<file path="config.mk">
export PLATFORM = sky130hd
export DESIGN_NAME = mux_datasrc_reg_flat
export DESIGN_NICKNAME = d
export VERILOG_FILES = /design/src/rtl/mux_datasrc_reg_if.sv /design/src/rtl/mux_datasrc_reg.sv /design/src/flat_wrapper.sv
export SDC_FILE = /design/constraint.sdc
export NUM_CORES = 1
export LEC_CHECK = 0
export BUFFER_PORTS_ARGS = -buffer_cell sky130_fd_sc_hd__buf_2
export CORE_MARGIN = 4
export CORE_UTILIZATION = 42
export CTS_CLUSTER_DIAMETER = 150
export DETAILED_ROUTE_END_ITERATION = 8
export PLACE_DENSITY = 0.77
export SLEW_MARGIN = 20
export SYNTH_ARGS = -nofsm -noshare
export SYNTH_HDL_FRONTEND = slang
export SYNTH_SLANG_ARGS = --single-unit
export TNS_END_PERCENT = 1
</file>
<file path="constraint.sdc">
create_clock -name clk -period 2 [get_ports clk]
set_input_delay 0.3 -clock clk [delete_from_list [all_inputs] [get_ports clk]]
set_output_delay 0.3 -clock clk [all_outputs]
set_load 0.05 [all_outputs]
</file>
<file path="src/rtl/mux_datasrc_reg_if.sv">
// ============================================================================
// mux_datasrc_reg_if : source-select / valid-ready bus for mux_datasrc_reg
// Rev 1.0
// ============================================================================
`default_nettype none

interface mux_datasrc_reg_if #(
  parameter int WIDTH = 32,
  parameter int N_IN  = 4,
  parameter int SEL_W = 2,
  parameter int ERR_W = 8
);
  logic [SEL_W-1:0]      sel;
  logic [N_IN*WIDTH-1:0] in_data;
  logic                  in_valid;
  logic                  in_ready;
  logic                  flush;
  logic [WIDTH-1:0]      out_data;
  logic                  out_valid;
  logic                  out_ready;
  logic                  sel_err;
  logic [ERR_W-1:0]      err_count;

  modport master (
    output sel, in_data, in_valid, flush, out_ready,
    input  in_ready, out_data, out_valid, sel_err, err_count
  );

  modport slave (
    input  sel, in_data, in_valid, flush, out_ready,
    output in_ready, out_data, out_valid, sel_err, err_count
  );
endinterface

`default_nettype wire

</file>
<file path="src/rtl/mux_datasrc_reg.sv">
// ============================================================================
// mux_datasrc_reg : registered N-way source select feeding a 2-entry skid buffer
// Rev 1.0
// ============================================================================
`default_nettype none

module mux_datasrc_reg #(
  parameter int WIDTH = 32,
  parameter int N_IN  = 4,
  parameter int SEL_W = 2,
  parameter int ERR_W = 8
) (
  input  wire logic         clk,
  input  wire logic         reset,
  mux_datasrc_reg_if.slave  bus
);

  localparam int unsigned N_IN_U = N_IN;

  logic [WIDTH-1:0] main_data_q, main_data_d;
  logic             main_valid_q, main_valid_d;
  logic [WIDTH-1:0] skid_data_q, skid_data_d;
  logic             skid_valid_q, skid_valid_d;
  logic             sel_err_q, sel_err_d;
  logic [ERR_W-1:0] err_count_q, err_count_d;

  logic [31:0]      w_sel_ext;
  logic             w_sel_ok;
  logic [WIDTH-1:0] w_value;
  logic             w_in_ready;
  logic             w_acc;
  logic             w_xfer;

  // Ready depends only on registered state, so out_ready never reaches in_ready.
  assign w_in_ready = !skid_valid_q;
  assign w_acc      = bus.in_valid & w_in_ready;
  assign w_xfer     = main_valid_q & bus.out_ready;

  assign w_sel_ext  = 32'(bus.sel);
  assign w_sel_ok   = (w_sel_ext < N_IN_U);

  always_comb begin
    w_value = '0;
    for (int unsigned i = 0; i < N_IN_U; i++) begin
      if (w_sel_ext == i) begin
        w_value = bus.in_data[i*WIDTH +: WIDTH];
      end
    end
  end

  always_comb begin
    main_data_d  = main_data_q;
    main_valid_d = main_valid_q;
    skid_data_d  = skid_data_q;
    skid_valid_d = skid_valid_q;

    if (bus.flush) begin
      main_valid_d = 1'b0;
      skid_valid_d = 1'b0;
    end else if (!main_valid_q) begin
      // Skid is never occupied while main is empty.
      if (w_acc) begin
        main_data_d  = w_value;
        main_valid_d = 1'b1;
      end
    end else if (w_xfer) begin
      if (skid_valid_q) begin
        main_data_d  = skid_data_q;
        skid_valid_d = 1'b0;
      end else if (w_acc) begin
        main_data_d  = w_value;
      end else begin
        main_valid_d = 1'b0;
      end
    end else if (w_acc) begin
      skid_data_d  = w_value;
      skid_valid_d = 1'b1;
    end
  end

  // Select errors are tracked on every accepted beat, even one that a flush discards.
  always_comb begin
    sel_err_d   = w_acc & !w_sel_ok;
    err_count_d = err_count_q;
    if (sel_err_d && (err_count_q != {ERR_W{1'b1}})) begin
      err_count_d = err_count_q + ERR_W'(1);
    end
  end

  always_ff @(posedge clk or posedge reset) begin
    if (reset) begin
      main_data_q  <= '0;
      main_valid_q <= 1'b0;
      skid_data_q  <= '0;
      skid_valid_q <= 1'b0;
      sel_err_q    <= 1'b0;
      err_count_q  <= '0;
    end else begin
      main_data_q  <= main_data_d;
      main_valid_q <= main_valid_d;
      skid_data_q  <= skid_data_d;
      skid_valid_q <= skid_valid_d;
      sel_err_q    <= sel_err_d;
      err_count_q  <= err_count_d;
    end
  end

  assign bus.in_ready  = w_in_ready;
  assign bus.out_data  = main_data_q;
  assign bus.out_valid = main_valid_q;
  assign bus.sel_err   = sel_err_q;
  assign bus.err_count = err_count_q;

endmodule

`default_nettype wire

</file>
<file path="src/flat_wrapper.sv">
// flat-port wrapper written by rule: the top's interface ports become plain ports
module mux_datasrc_reg_flat 
#(
  parameter int WIDTH = 32,
  parameter int N_IN  = 4,
  parameter int SEL_W = 2,
  parameter int ERR_W = 8
)
  (clk, reset, bus_sel, bus_in_data, bus_in_valid, bus_flush, bus_out_ready, bus_in_ready, bus_out_data, bus_out_valid, bus_sel_err, bus_err_count);
  mux_datasrc_reg_if #(.WIDTH(WIDTH), .N_IN(N_IN), .SEL_W(SEL_W), .ERR_W(ERR_W)) bus_i ();
  input  wire logic clk;
  input  wire logic reset;
  input wire logic [$bits(bus_i.sel)-1:0] bus_sel;
  input wire logic [$bits(bus_i.in_data)-1:0] bus_in_data;
  input wire logic [$bits(bus_i.in_valid)-1:0] bus_in_valid;
  input wire logic [$bits(bus_i.flush)-1:0] bus_flush;
  input wire logic [$bits(bus_i.out_ready)-1:0] bus_out_ready;
  output wire logic [$bits(bus_i.in_ready)-1:0] bus_in_ready;
  output wire logic [$bits(bus_i.out_data)-1:0] bus_out_data;
  output wire logic [$bits(bus_i.out_valid)-1:0] bus_out_valid;
  output wire logic [$bits(bus_i.sel_err)-1:0] bus_sel_err;
  output wire logic [$bits(bus_i.err_count)-1:0] bus_err_count;
  assign bus_i.sel = bus_sel;
  assign bus_i.in_data = bus_in_data;
  assign bus_i.in_valid = bus_in_valid;
  assign bus_i.flush = bus_flush;
  assign bus_i.out_ready = bus_out_ready;
  assign bus_in_ready = bus_i.in_ready;
  assign bus_out_data = bus_i.out_data;
  assign bus_out_valid = bus_i.out_valid;
  assign bus_sel_err = bus_i.sel_err;
  assign bus_err_count = bus_i.err_count;
  mux_datasrc_reg #(.WIDTH(WIDTH), .N_IN(N_IN), .SEL_W(SEL_W), .ERR_W(ERR_W)) u_core (.clk(clk), .reset(reset), .bus(bus_i));
endmodule
</file>
# --- Word-level counts from Yosys, hierarchy flattened ---
# Cells that the tools add are included.
word_totals:
  reg_bits: 75
  out_inout_bits: 43
op_classes:
  addsub: 1
  n_lt_le_gt_ge: 1
  eq_ne: 5
  n_mux: 17
  bitwise: 5
  n_reduce_logical: 9
ops:
  columns: ["cell", "count"]
  rows:
  - ["2-to-1 mux 32 bit", 8]
  - ["logical NOT 32 bit", 1]
  - ["2-to-1 mux 1 bit", 9]
  - ["adder 8 x 1 -> 8 bit (second input constant)", 1]
  - ["!= test 8 bit (second input constant)", 1]
  - ["equality test 2 bit (second input constant)", 2]
  - ["AND reduction 2 bit", 2]
  - ["AND reduction 4 bit", 1]
  - ["bitwise AND 1 bit", 3]
  - ["less-than comparator 2 x 3 -> 1 bit (second input constant)", 1]
  - ["nonzero test 3 bit", 1]
  - ["equality test 2 x 1 -> 1 bit (second input constant)", 1]
  - ["logical NOT 1 bit", 2]
  - ["!= test 2 bit (second input constant)", 1]
  - ["inverter 1 bit", 2]
  - ["nonzero test 2 bit", 1]
  - ["logical AND 1 bit", 1]

# --- Depth between registers and ports, before layout ---
# Gate-level depths: netlist of the first run.
depth:
  word_depth: 9
  depth_mapped: 5
  mapped_depth_nobuf: 3

# --- Worst setup path before layout of the first run ---
# Ideal clock, no wire load.
synth_path:
  path_kind: "reg2reg"
  startpoint: "register u_core.main_valid_q, in the netlist u_core.bus.out_valid"
  endpoint: "register u_core.skid_data_q[0]"
  setup_ps: 125
  arrival_time_ps: 1706
  required_ps: 1875
  slack_ps: 169
  path_stages_with_launch: 5
  path_cell_list: "dfrtp_1 > and2b_4 > nor3b_4 > buf_4 > mux2_2"
synth_between:
  elab_chain_len: 3
synth_rtl:
  columns: ["item", "line", "text"]
  rows:
  - ["start, declared", "mux_datasrc_reg.sv:21", "logic main_valid_q, main_valid_d;"]
  - ["start signal, assigned", "mux_datasrc_reg.sv:100", "main_valid_q <= main_valid_d;"]
  - ["bitwise AND 1 bit", "mux_datasrc_reg.sv:37", "assign w_xfer = main_valid_q & bus.out_ready;"]
  - ["inverter 1 bit (no line)", null, null]
  - ["AND reduction 4 bit (no line) *", null, null]
  - ["end signal, assigned", "mux_datasrc_reg.sv:101", "skid_data_q <= skid_data_d;"]
  - ["end, declared", "mux_datasrc_reg.sv:22", "logic [WIDTH-1:0] skid_data_q, skid_data_d;"]
# Mark *: on every way between the ends. The rest lies on a longest branch, timed or not.
# A chain may end at the register's enable or synchronous reset.

# --- Worst setup path after layout of the first run ---
layout_path:
  startpoint: "register u_core.skid_valid_q"
  endpoint: "register u_core.main_data_q[14], in the netlist u_core.bus.out_data[14]"
layout_between:
  elab_chain_len: 6
layout_rtl:
  columns: ["item", "line", "text"]
  rows:
  - ["start, declared", "mux_datasrc_reg.sv:23", "logic skid_valid_q, skid_valid_d;"]
  - ["start signal, assigned", "mux_datasrc_reg.sv:102", "skid_valid_q <= skid_valid_d;"]
  - ["logical NOT 1 bit", "mux_datasrc_reg.sv:35", "assign w_in_ready = !skid_valid_q;"]
  - ["bitwise AND 1 bit", "mux_datasrc_reg.sv:36", "assign w_acc = bus.in_valid & w_in_ready;"]
  - ["2-to-1 mux 32 bit", null, null]
  - ["2-to-1 mux 32 bit", "mux_datasrc_reg.sv:67", "if (skid_valid_q) begin"]
  - ["2-to-1 mux 32 bit", "mux_datasrc_reg.sv:66", "end else if (w_xfer) begin"]
  - ["2-to-1 mux 32 bit *", "mux_datasrc_reg.sv:60", "end else if (!main_valid_q) begin"]
  - ["end signal, assigned", "mux_datasrc_reg.sv:99", "main_data_q <= main_data_d;"]
  - ["end, declared", "mux_datasrc_reg.sv:20", "logic [WIDTH-1:0] main_data_q, main_data_d;"]
# Mark *: on every way between the ends. The rest lies on a longest branch, timed or not. The select of a mux whose other input is x is not followed.

==> results of run 1 <==
cell usage after synthesis:
cell,instances
buf_6,7
nand2_1,1
mux4_2,32
conb_1,1
dfrtp_1,66
buf_1,2
inv_1,3
buf_4,12
a211oi_1,1
and2b_4,1
o221a_1,3
nand4b_1,1
or2_2,32
or3_1,1
a21oi_1,2
clkbuf_1,4
mux2_2,32
a211oi_2,1
nand2b_4,1
nor3b_4,1
o21ai_0,1
buf_2,4
o221a_2,29
power by group through the flow:
stage,logic [mW],registers [mW],clock network [mW]
finish,1.48,1.85,0.975
global route,1.57,1.90,1.07
CTS,1.50,1.85,1.01
detailed placement,1.50,1.87,0
global placement,1.46,1.86,0
floorplan,0.625,2.34,0
registers in the layout, summed over array words and instances (netlist names):
register	flops
u_core.bus.out_valid	1
u_core.bus.out_data	32
u_core.skid_data_q	32
u_core.skid_valid_q	1
routing by layer:
metal | part of all wire [%] | global-route usage (%)
met3 | 8.5 | 5.33
met2 | 51 | 30.1
met1 | 39 | 22.2
met4 | 1.1 | 5.18
met5 | 0.078 | 0
per-stage QoR:
| stage | util [%] | total power [mW] | instance area [µm²] | instances | hold WS, ns |
|---|---|---|---|---|---|
| 2_1_floorplan | - | 2.96 | 3650 | 246 | 0.363 |
| 3_3_place_gp | 54.4 | 3.32 | 4520 | 497 | 0.398 |
| 3_5_place_dp | 54.4 | 3.38 | 4520 | 497 | 0.402 |
| 4_1_cts | 56.5 | 4.36 | 4690 | 512 | 0.0418 |
| 5_1_grt | 56.5 | 4.54 | 4690 | 512 | 0.0559 |
| 6_report | 56.5 | 4.31 | 4690 | 512 | 0.0404 |
tightest hold or removal path, cell delays in order:
cell and delay, ns:
buf_2 0.10, inv_2 0.06, buf_12 0.31
layout make-up:
cell class | instances | area [µm²] | area share [%]
Multi-Input combinational cell | 148 | 1780 | 38.0
Sequential cell | 66 | 1650 | 35.2
Timing Repair Buffer | 175 | 943 | 20.1
Clock buffer | 12 | 155 | 3.31
Tap cell | 105 | 131 | 2.80
Clock inverter | 3 | 15.0 | 0.320
Inverter | 3 | 11.3 | 0.240
kinds of logic after synthesis:
group,Yosys count,share of synthesized area [%]
buffers and inverters,32,6.16
flip-flops,66,45.7
AND/OR/NAND/NOR,38,7.23
multiplexers,64,29.9
other,1,0.104
AO/OA/AOI/OAI,37,10.9
worst max-delay path by stage:
stage | slack [ns] | to | from
after global routing | 0.26 | u_core.bus.out_data[14]$_DFFE_PP0P_ | u_core.skid_valid_q$_DFFE_PP0P_
after detailed placement | 0.32 | u_core.bus.out_data[13]$_DFFE_PP0P_ | bus_sel[0]
after global placement | 0.36 | u_core.skid_data_q[19]$_DFFE_PP0P_ | bus_sel[0]
final | 0.35 | u_core.bus.out_data[14]$_DFFE_PP0P_ | u_core.skid_valid_q$_DFFE_PP0P_
after floorplan | 0.05 | u_core.bus.out_data[0]$_DFFE_PP0P_ | reset
after CTS | 0.33 | u_core.bus.out_data[14]$_DFFE_PP0P_ | u_core.skid_valid_q$_DFFE_PP0P_
placed cells by master, fill, tap and decap left out, drive strengths merged:
master,count
buf,175
dfrtp,66
mux4,32
mux2,32
or2,32
o221a,32
clkbuf,12
conb,9
clkinv,3
inv,3
a21oi,2
a211oi,2
nand2b,1
and2b,1
nor3b,1
or3,1
nand2,1
nand4b,1
o21ai,1
==> impl_metrics.tcl, run 1 <==
set metrics [dict create \
    status "completed" \
    coreArea_um2 8300 \
    synthTopCellsByArea "dfrtp_1 (46%), mux4_2 (20%), mux2_2 (10%), o221a_2 (9.0%), or2_2 (5.5%)" \
    power_density_nw_per_um2 919 \
    p_seq_share_pct 43.0 \
    crit_path_max_incr_delay_ns 0.43 \
    place_congestion 0.702 \
    crit_arrival_ns 1.86 \
    worst-path-stages 4 \
    nets 538 \
    cp-start-kind "flop" \
    reg2reg_from "u_core.skid_valid_q$_DFFE_PP0P_" \
    synth-seq-cells 66 \
    grt_pass1_vias 2887 \
    r2r-end "u_core.bus.out_data[14]$_DFFE_PP0P_" \
    crit_path_max_fanout 32 \
    synth.avg_cell_area_um2 15.2 \
    fin_skew_ns 0.00617 \
    hold_buffers 0 \
    detail_route.vias_per_cell 5.36 \
    yosysSeqAreaShare_pct 45.7 \
    postRouteWirelength_um 8960 \
    synth_top_area_cell "dfrtp_1" \
    cts.repair.resized 0 \
    grt_usage_pct 17.9 \
    final-setup-viol-count 0 \
    p_int_mw 2.79 \
    cts_sinks 66 \
    ir_worst_vdd_v 0.000400 \
    crit_required_ns 2.21 \
    vias 2745 \
    yosys_warnings 0 \
    clk_pin_slew_ns 0.07 \
    syn2layout_area_growth_pct 29.6 \
    critPathSlowestCell "dfrtp_1" \
    drv_slew 0 \
    grt_pass1_wl_um 14100 \
    pwr-share-clk_pct 22.6 \
    worst-setup-path-type "reg -> reg" \
    io-pin-count 178 \
    hold_viol 0 \
    diodes 0 \
    hold_class "in -> async" \
    cts_setup_buffers 0 \
    antenna_found_initial 1 \
    syn_area_um2 3620 \
    path_delay_family "simple AND/OR/NAND/NOR gates" \
    ctsLongestPathBuffers 2 \
    drive_above_1_share_pct 78.4 \
    cts.htree.levels 3 \
    die_w_um 101 \
    period_share_pct 82.7 \
    syn_inst 238 \
    cts_tree "built" \
    worstPathBufferInverterCount 1 \
    initial_utilization_pct 43.6 \
    grt_remaining_overflow 0 \
    final.setup.tns_ns 0 \
    period_needed_ns 1.65 \
    die_area_um2 10200 \
    fmax_mhz 605 \
    final.setup.worst_slack_ns 0.347 \
    drc 0 \
    synth_cell_types 23 \
    cts_root_buf "clkbuf_8" \
    clk_latency_ns 0.32 \
    numCtsBuffers 9 \
    post-dp-hpwl_um 6440 \
    rsz0062_at_grt "no" \
    worstRegToRegCells 4 \
    p_comb_share_pct 34.4 \
    grt_max_degree 67 \
    io_buffers 168 \
    ant_nets 0 \
    cp_cell_sequence "nand2b_4 > or3_1 > buf_4 > o221a_2" \
    end_kind "flop" \
    max_cap_violations 0 \
    num-fill-cells 708 \
    placementRows 33 \
    pre_cts_ws_ns 0.318 \
    switchingPower_mw 1.51 \
    die_h_um 101 \
    drt_iter0_drc 52 \
    power_leakage_nw 2.10 \
    synth_top_area_share_pct 45.7 \
    switching_share_pct 35.1 \
    dr.pass1.iters 4 \
    wire_per_inst_um 17.5 \
    r2r_setup_slack_ns 0.35 \
]
(Power assumes the default switching activity.)
==> run 2: changes to the inputs <==
--- a/config.mk
+++ b/config.mk
@@ -7,10 +7,10 @@
 export LEC_CHECK = 0
 export BUFFER_PORTS_ARGS = -buffer_cell sky130_fd_sc_hd__buf_2
 export CORE_MARGIN = 4
-export CORE_UTILIZATION = 42
+export CORE_UTILIZATION = 46
 export CTS_CLUSTER_DIAMETER = 150
 export DETAILED_ROUTE_END_ITERATION = 8
-export PLACE_DENSITY = 0.77
+export PLACE_DENSITY = 0.8
 export SLEW_MARGIN = 20
 export SYNTH_ARGS = -nofsm -noshare
 export SYNTH_HDL_FRONTEND = slang
==> constraint.sdc (replaced) <==
create_clock -name clk -period 1.65 [get_ports clk]
set_input_delay 0.2475 -clock clk [delete_from_list [all_inputs] [get_ports clk]]
set_output_delay 0.2475 -clock clk [all_outputs]
set_load 0.05 [all_outputs]
==> impl_metrics.tcl, run 2 (synthesis gave the netlist of run 1 again) <==
set metrics [dict create \
    num-fill-cells 625 \
    crit_path_end "u_core.bus.out_data[31]$_DFFE_PP0P_" \
    hold_class "in -> async" \
    crit_arrival_ns 1.82 \
    coreArea_um2 7690 \
    drv_slew 0 \
    drive_above_1_share_pct 78.9 \
    grt_pass1_wl_um 14900 \
    cts_tree "built" \
    vias 2743 \
    place_congestion 0.729 \
    final.setup.worst_slack_ns 0.0403 \
    placementRows 32 \
    ctsLongestPathBuffers 2 \
    die_w_um 96.7 \
    nets 542 \
    initial_utilization_pct 47.0 \
    post-dp-hpwl_um 6580 \
    grt_usage_pct 19.5 \
    fin_area_um2 4770 \
    fin_util_pct 62.0 \
    startpoint "u_core.skid_valid_q$_DFFE_PP0P_" \
    fin_skew_ns 0.00960 \
    fmax_mhz 621 \
    pre_cts_ws_ns -0.0132 \
    detail_route.vias_per_cell 5.34 \
    power_leakage_nw 2.13 \
    clk_latency_ns 0.33 \
    cts_sinks 66 \
    r2r-end "u_core.bus.out_data[31]$_DFFE_PP0P_" \
    power_density_nw_per_um2 1140 \
    crit_path_max_fanout 15 \
    switching_share_pct 34.9 \
    die_area_um2 9340 \
    cp-start-kind "flop" \
    cts_root_buf "clkbuf_8" \
    wire_per_inst_um 17.3 \
    antenna_found_initial 0 \
    io_buffers 168 \
    grt_pass1_vias 3157 \
    syn2layout_area_growth_pct 31.8 \
    dpl.cell_count 498 \
    status "completed" \
    final-setup-viol-count 0 \
    postRouteWirelength_um 8870 \
    grt_max_degree 67 \
    layout_commonest_cell "buf_2" \
    p_comb_share_pct 33.6 \
    cts.htree.levels 3 \
    grt_remaining_overflow 0 \
    drt_iter0_drc 115 \
    worst-setup-path-type "reg -> reg" \
    period_needed_ns 1.61 \
    period_share_pct 97.6 \
    worstRegToRegCells 4 \
    p_seq_share_pct 41.5 \
    pwr-share-clk_pct 24.9 \
    cts_setup_buffers 0 \
    ant_nets 0 \
    numCtsBuffers 9 \
    io-pin-count 178 \
    power_mw 5.42 \
    end_kind "flop" \
    hold_viol 0 \
    final_cell_mix "buf_2 (168), dfrtp_1 (65), mux4_2 (32), mux2_2 (32), or2_2 (32)" \
    r2r_setup_slack_ns 0.04 \
    drc 0 \
    max_cap_violations 0 \
    die_h_um 96.7 \
    final_cells 514 \
    reg2reg_from "u_core.skid_valid_q$_DFFE_PP0P_" \
    placed_area_um2 4560 \
    p_int_mw 3.53 \
    dr.pass1.iters 6 \
    clk_pin_slew_ns 0.07 \
    crit_required_ns 1.86 \
    ir_worst_vdd_v 0.000698 \
    diodes 0 \
    switchingPower_mw 1.89 \
]
run 2: changes by cell type in the layout (fill, tap and decap cells not counted), sizes merged:
| cell | previous run | this run |
|---|---|---|
| buf | 175 | 179 |
| bufinv | 0 | 1 |
| clkbuf | 12 | 11 |
| clkinv | 3 | 4 |
| clkinvlp | 0 | 1 |
| inv | 3 | 2 |
run 2: what timing repair did:
action                                  4_1_cts  5_1_grt
endpoints found under the setup margin        0       34
endpoints found under the hold margin         0        0
gates resized for setup                       0        4
hold buffers                                  0        0
run 2: worst min-delay path by stage:
stage	start	end	slack, ns	cells after the start
2_1_floorplan	bus_flush	u_core.bus.out_valid$_DFF_PP0_	0.31	1
3_3_place_gp	reset	u_core.bus.out_data[9]$_DFFE_PP0P_	0.36	3
3_5_place_dp	reset	u_core.skid_valid_q$_DFFE_PP0P_	0.37	3
4_1_cts	reset	u_core.bus.out_data[18]$_DFFE_PP0P_	0.009	3
5_1_grt	reset	u_core.bus.out_data[7]$_DFFE_PP0P_	0.03	3
6_report	reset	u_core.bus.out_data[7]$_DFFE_PP0P_	0.006	3
run 2: per-layer routing:
metal,up-vias,wire length [µm],GRT usage (%)
li1,1254,-,-
met1,1372,3500,23.6
met2,108,4670,34.2
met3,9,615,5.41
met4,0,84,5.18
met5,-,0,0
run 2: critical path, stage by stage (launching register included):
cell and delay (ns):
dfrtp_2 0.44, nand2b_4 0.19, or3_1 0.39, buf_4 0.22
o221a_1 0.25
run 2: stage by stage:
| stage | TNS, ns | hold WS (ns) |
|---|---|---|
| 3_3_place_gp | 0 | 0.364 |
| 6_report | 0 | 0.00562 |
| 5_1_grt | -0.00615 | 0.0307 |
| 3_5_place_dp | -0.109 | 0.370 |
| 4_1_cts | 0 | 0.00920 |
| 2_1_floorplan | -8.86 | 0.311 |
run 2: area by class of cell:
class / count / area [µm²] / share of cell area [%]
multi-input combinational: 148 / 1780 / 37.3
sequential: 66 / 1650 / 34.7
timing repair buffer: 179 / 997 / 20.9
clock buffer: 11 / 141 / 2.97
tap: 102 / 128 / 2.68
clock inverter: 5 / 53.8 / 1.13
inverter: 3 / 15.0 / 0.315
run 2: power groups by stage:
stage / Combinational [mW] / Clock [mW] / Sequential, mW
after floorplan: 0.758 / 0 / 2.83
after global placement: 1.79 / 0 / 2.25
after detailed placement: 1.84 / 0 / 2.27
after CTS: 1.84 / 1.37 / 2.25
after global routing: 1.93 / 1.45 / 2.29
final: 1.82 / 1.35 / 2.25
==> run 3: changes to the inputs <==
--- a/config.mk
+++ b/config.mk
@@ -10,6 +10,7 @@
 export CORE_UTILIZATION = 46
 export CTS_CLUSTER_DIAMETER = 150
 export DETAILED_ROUTE_END_ITERATION = 8
+export MAX_ROUTING_LAYER = met4
 export PLACE_DENSITY = 0.8
 export SLEW_MARGIN = 20
 export SYNTH_ARGS = -nofsm -noshare
==> impl_metrics.tcl, run 3 (synthesis gave the netlist of run 1 again) <==
set metrics [dict create \
    post-dp-hpwl_um 6580 \
    fin_util_pct 62.0 \
    worst-setup-path-type "reg -> reg" \
    worstPathBufferInverterCount 1 \
    grt_pass1_wl_um 14900 \
    numCtsBuffers 9 \
    dr.pass1.iters 4 \
    startpoint "u_core.skid_valid_q$_DFFE_PP0P_" \
    reg2reg_from "u_core.skid_valid_q$_DFFE_PP0P_" \
    initial_utilization_pct 47.0 \
    final-setup-viol-count 0 \
    fmax_mhz 621 \
    crit_path_max_incr_delay_ns 0.44 \
    fin_area_um2 4770 \
    power_density_nw_per_um2 1130 \
    placementRows 32 \
    status "completed" \
    vias 2747 \
    cts.htree.levels 3 \
    power_leakage_nw 2.13 \
    crit_arrival_ns 1.82 \
    drv_slew 0 \
    die_area_um2 9340 \
    coreArea_um2 7690 \
    grt_pass1_vias 3162 \
    worstRegToRegCells 4 \
    fin_skew_ns 0.00788 \
    io-pin-count 178 \
    die_h_um 96.7 \
    crit_required_ns 1.86 \
    final_cell_mix "buf_2 (168), dfrtp_1 (65), mux4_2 (32), mux2_2 (32), or2_2 (32)" \
    ctsLongestPathBuffers 2 \
    hold_viol 0 \
    drt_iter0_drc 136 \
    worst-path-stages 4 \
    cts_root_buf "clkbuf_8" \
    critPathSlowestCell "dfrtp_2" \
    wire_per_inst_um 17.4 \
    placed_area_um2 4560 \
    hold_buffers 0 \
    io_buffers 168 \
    cts_sinks 66 \
    die_w_um 96.7 \
    crit_path_end "u_core.bus.out_data[31]$_DFFE_PP0P_" \
    end_kind "flop" \
    hold_class "in -> async" \
    antenna_found_initial 0 \
    r2r_setup_slack_ns 0.04 \
    period_share_pct 97.5 \
    period_needed_ns 1.61 \
    grt_remaining_overflow 0 \
    ant_nets 0 \
    place_congestion 0.737 \
    cp-start-kind "flop" \
    crit_path_max_fanout 15 \
    clk_latency_ns 0.33 \
    cts_tree "built" \
    postRouteWirelength_um 8930 \
    layout_commonest_cell "buf_2" \
    cp_cell_sequence "nand2b_4 > or3_1 > buf_4 > o221a_1" \
    path_delay_family "simple AND/OR/NAND/NOR gates" \
    power_mw 5.41 \
    grt_max_degree 67 \
    r2r-end "u_core.bus.out_data[31]$_DFFE_PP0P_" \
    grt_usage_pct 20.0 \
    nets 542 \
    diodes 0 \
    syn2layout_area_growth_pct 31.8 \
    ir_worst_vdd_v 0.000695 \
    drc 0 \
    max_cap_violations 0 \
    detail_route.vias_per_cell 5.34 \
    clk_pin_slew_ns 0.07 \
    drive_above_1_share_pct 78.9 \
]
[run 3: cell counts in the layout (fill, tap and decap cells not counted)]
Identical to the previous run, type by type.
[run 3: worst min path at each step]
stage              start                             endpoint
6_report           reset   u_core.bus.out_data[7]$_DFFE_PP0P_
5_1_grt            reset   u_core.bus.out_data[7]$_DFFE_PP0P_
4_1_cts            reset  u_core.bus.out_data[18]$_DFFE_PP0P_
3_5_place_dp       reset      u_core.skid_valid_q$_DFFE_PP0P_
3_3_place_gp       reset   u_core.bus.out_data[9]$_DFFE_PP0P_
2_1_floorplan  bus_flush       u_core.bus.out_valid$_DFF_PP0_
[run 3: where the power goes]
group          total (mW)  leakage [nW]  internal [mW]  switching, mW
clock                1.34         0.103          0.735          0.603
combinational        1.82          1.26          0.752           1.07
sequential           2.25         0.768           2.04          0.211
total                5.41          2.13           3.53           1.88
[run 3: metrics by stage]
| step | hold slack, ns | setup slack [ns] | TNS, ns | std cells |
|---|---|---|---|---|
| global placement | 0.364 | 0.0596 | 0 | 498 |
| detailed placement | 0.370 | -0.0132 | -0.109 | 498 |
| floorplan | 0.311 | -0.181 | -8.86 | 246 |
| global route | 0.0307 | -0.00422 | -0.00615 | 514 |
| CTS | 0.00920 | 0.00941 | 0 | 514 |
| finish | 0.00666 | 0.0407 | 0 | 514 |
[run 3: what timing repair did]
action / in CTS / in global routing
setup buffers: 0 / 0
setup endpoints to repair: 0 / 34
resized for setup: 0 / 4
[run 3: per-layer routing]
layer	share of wire, %	vias to the layer above	track usage (%)
met1	40	1377	23.7
met5	0	-	-
met3	6.6	11	5.12
li1	-	1255	-
met4	1.2	0	5.29
met2	52	104	34.2
[run 3: worst min-delay path, cell delays in order]
cell and delay [ns]:
buf_2 0.11, clkinvlp_4 0.07, buf_12 0.30
[run 3: area by class of cell]
type                       instances  area (µm²)
fill                             625        2920
multi-input combinational        148        1780
sequential                        66        1650
timing repair buffer             179         997
clock buffer                      11         141
tap                              102         128
clock inverter                     5        53.8
inverter                           3        15.0
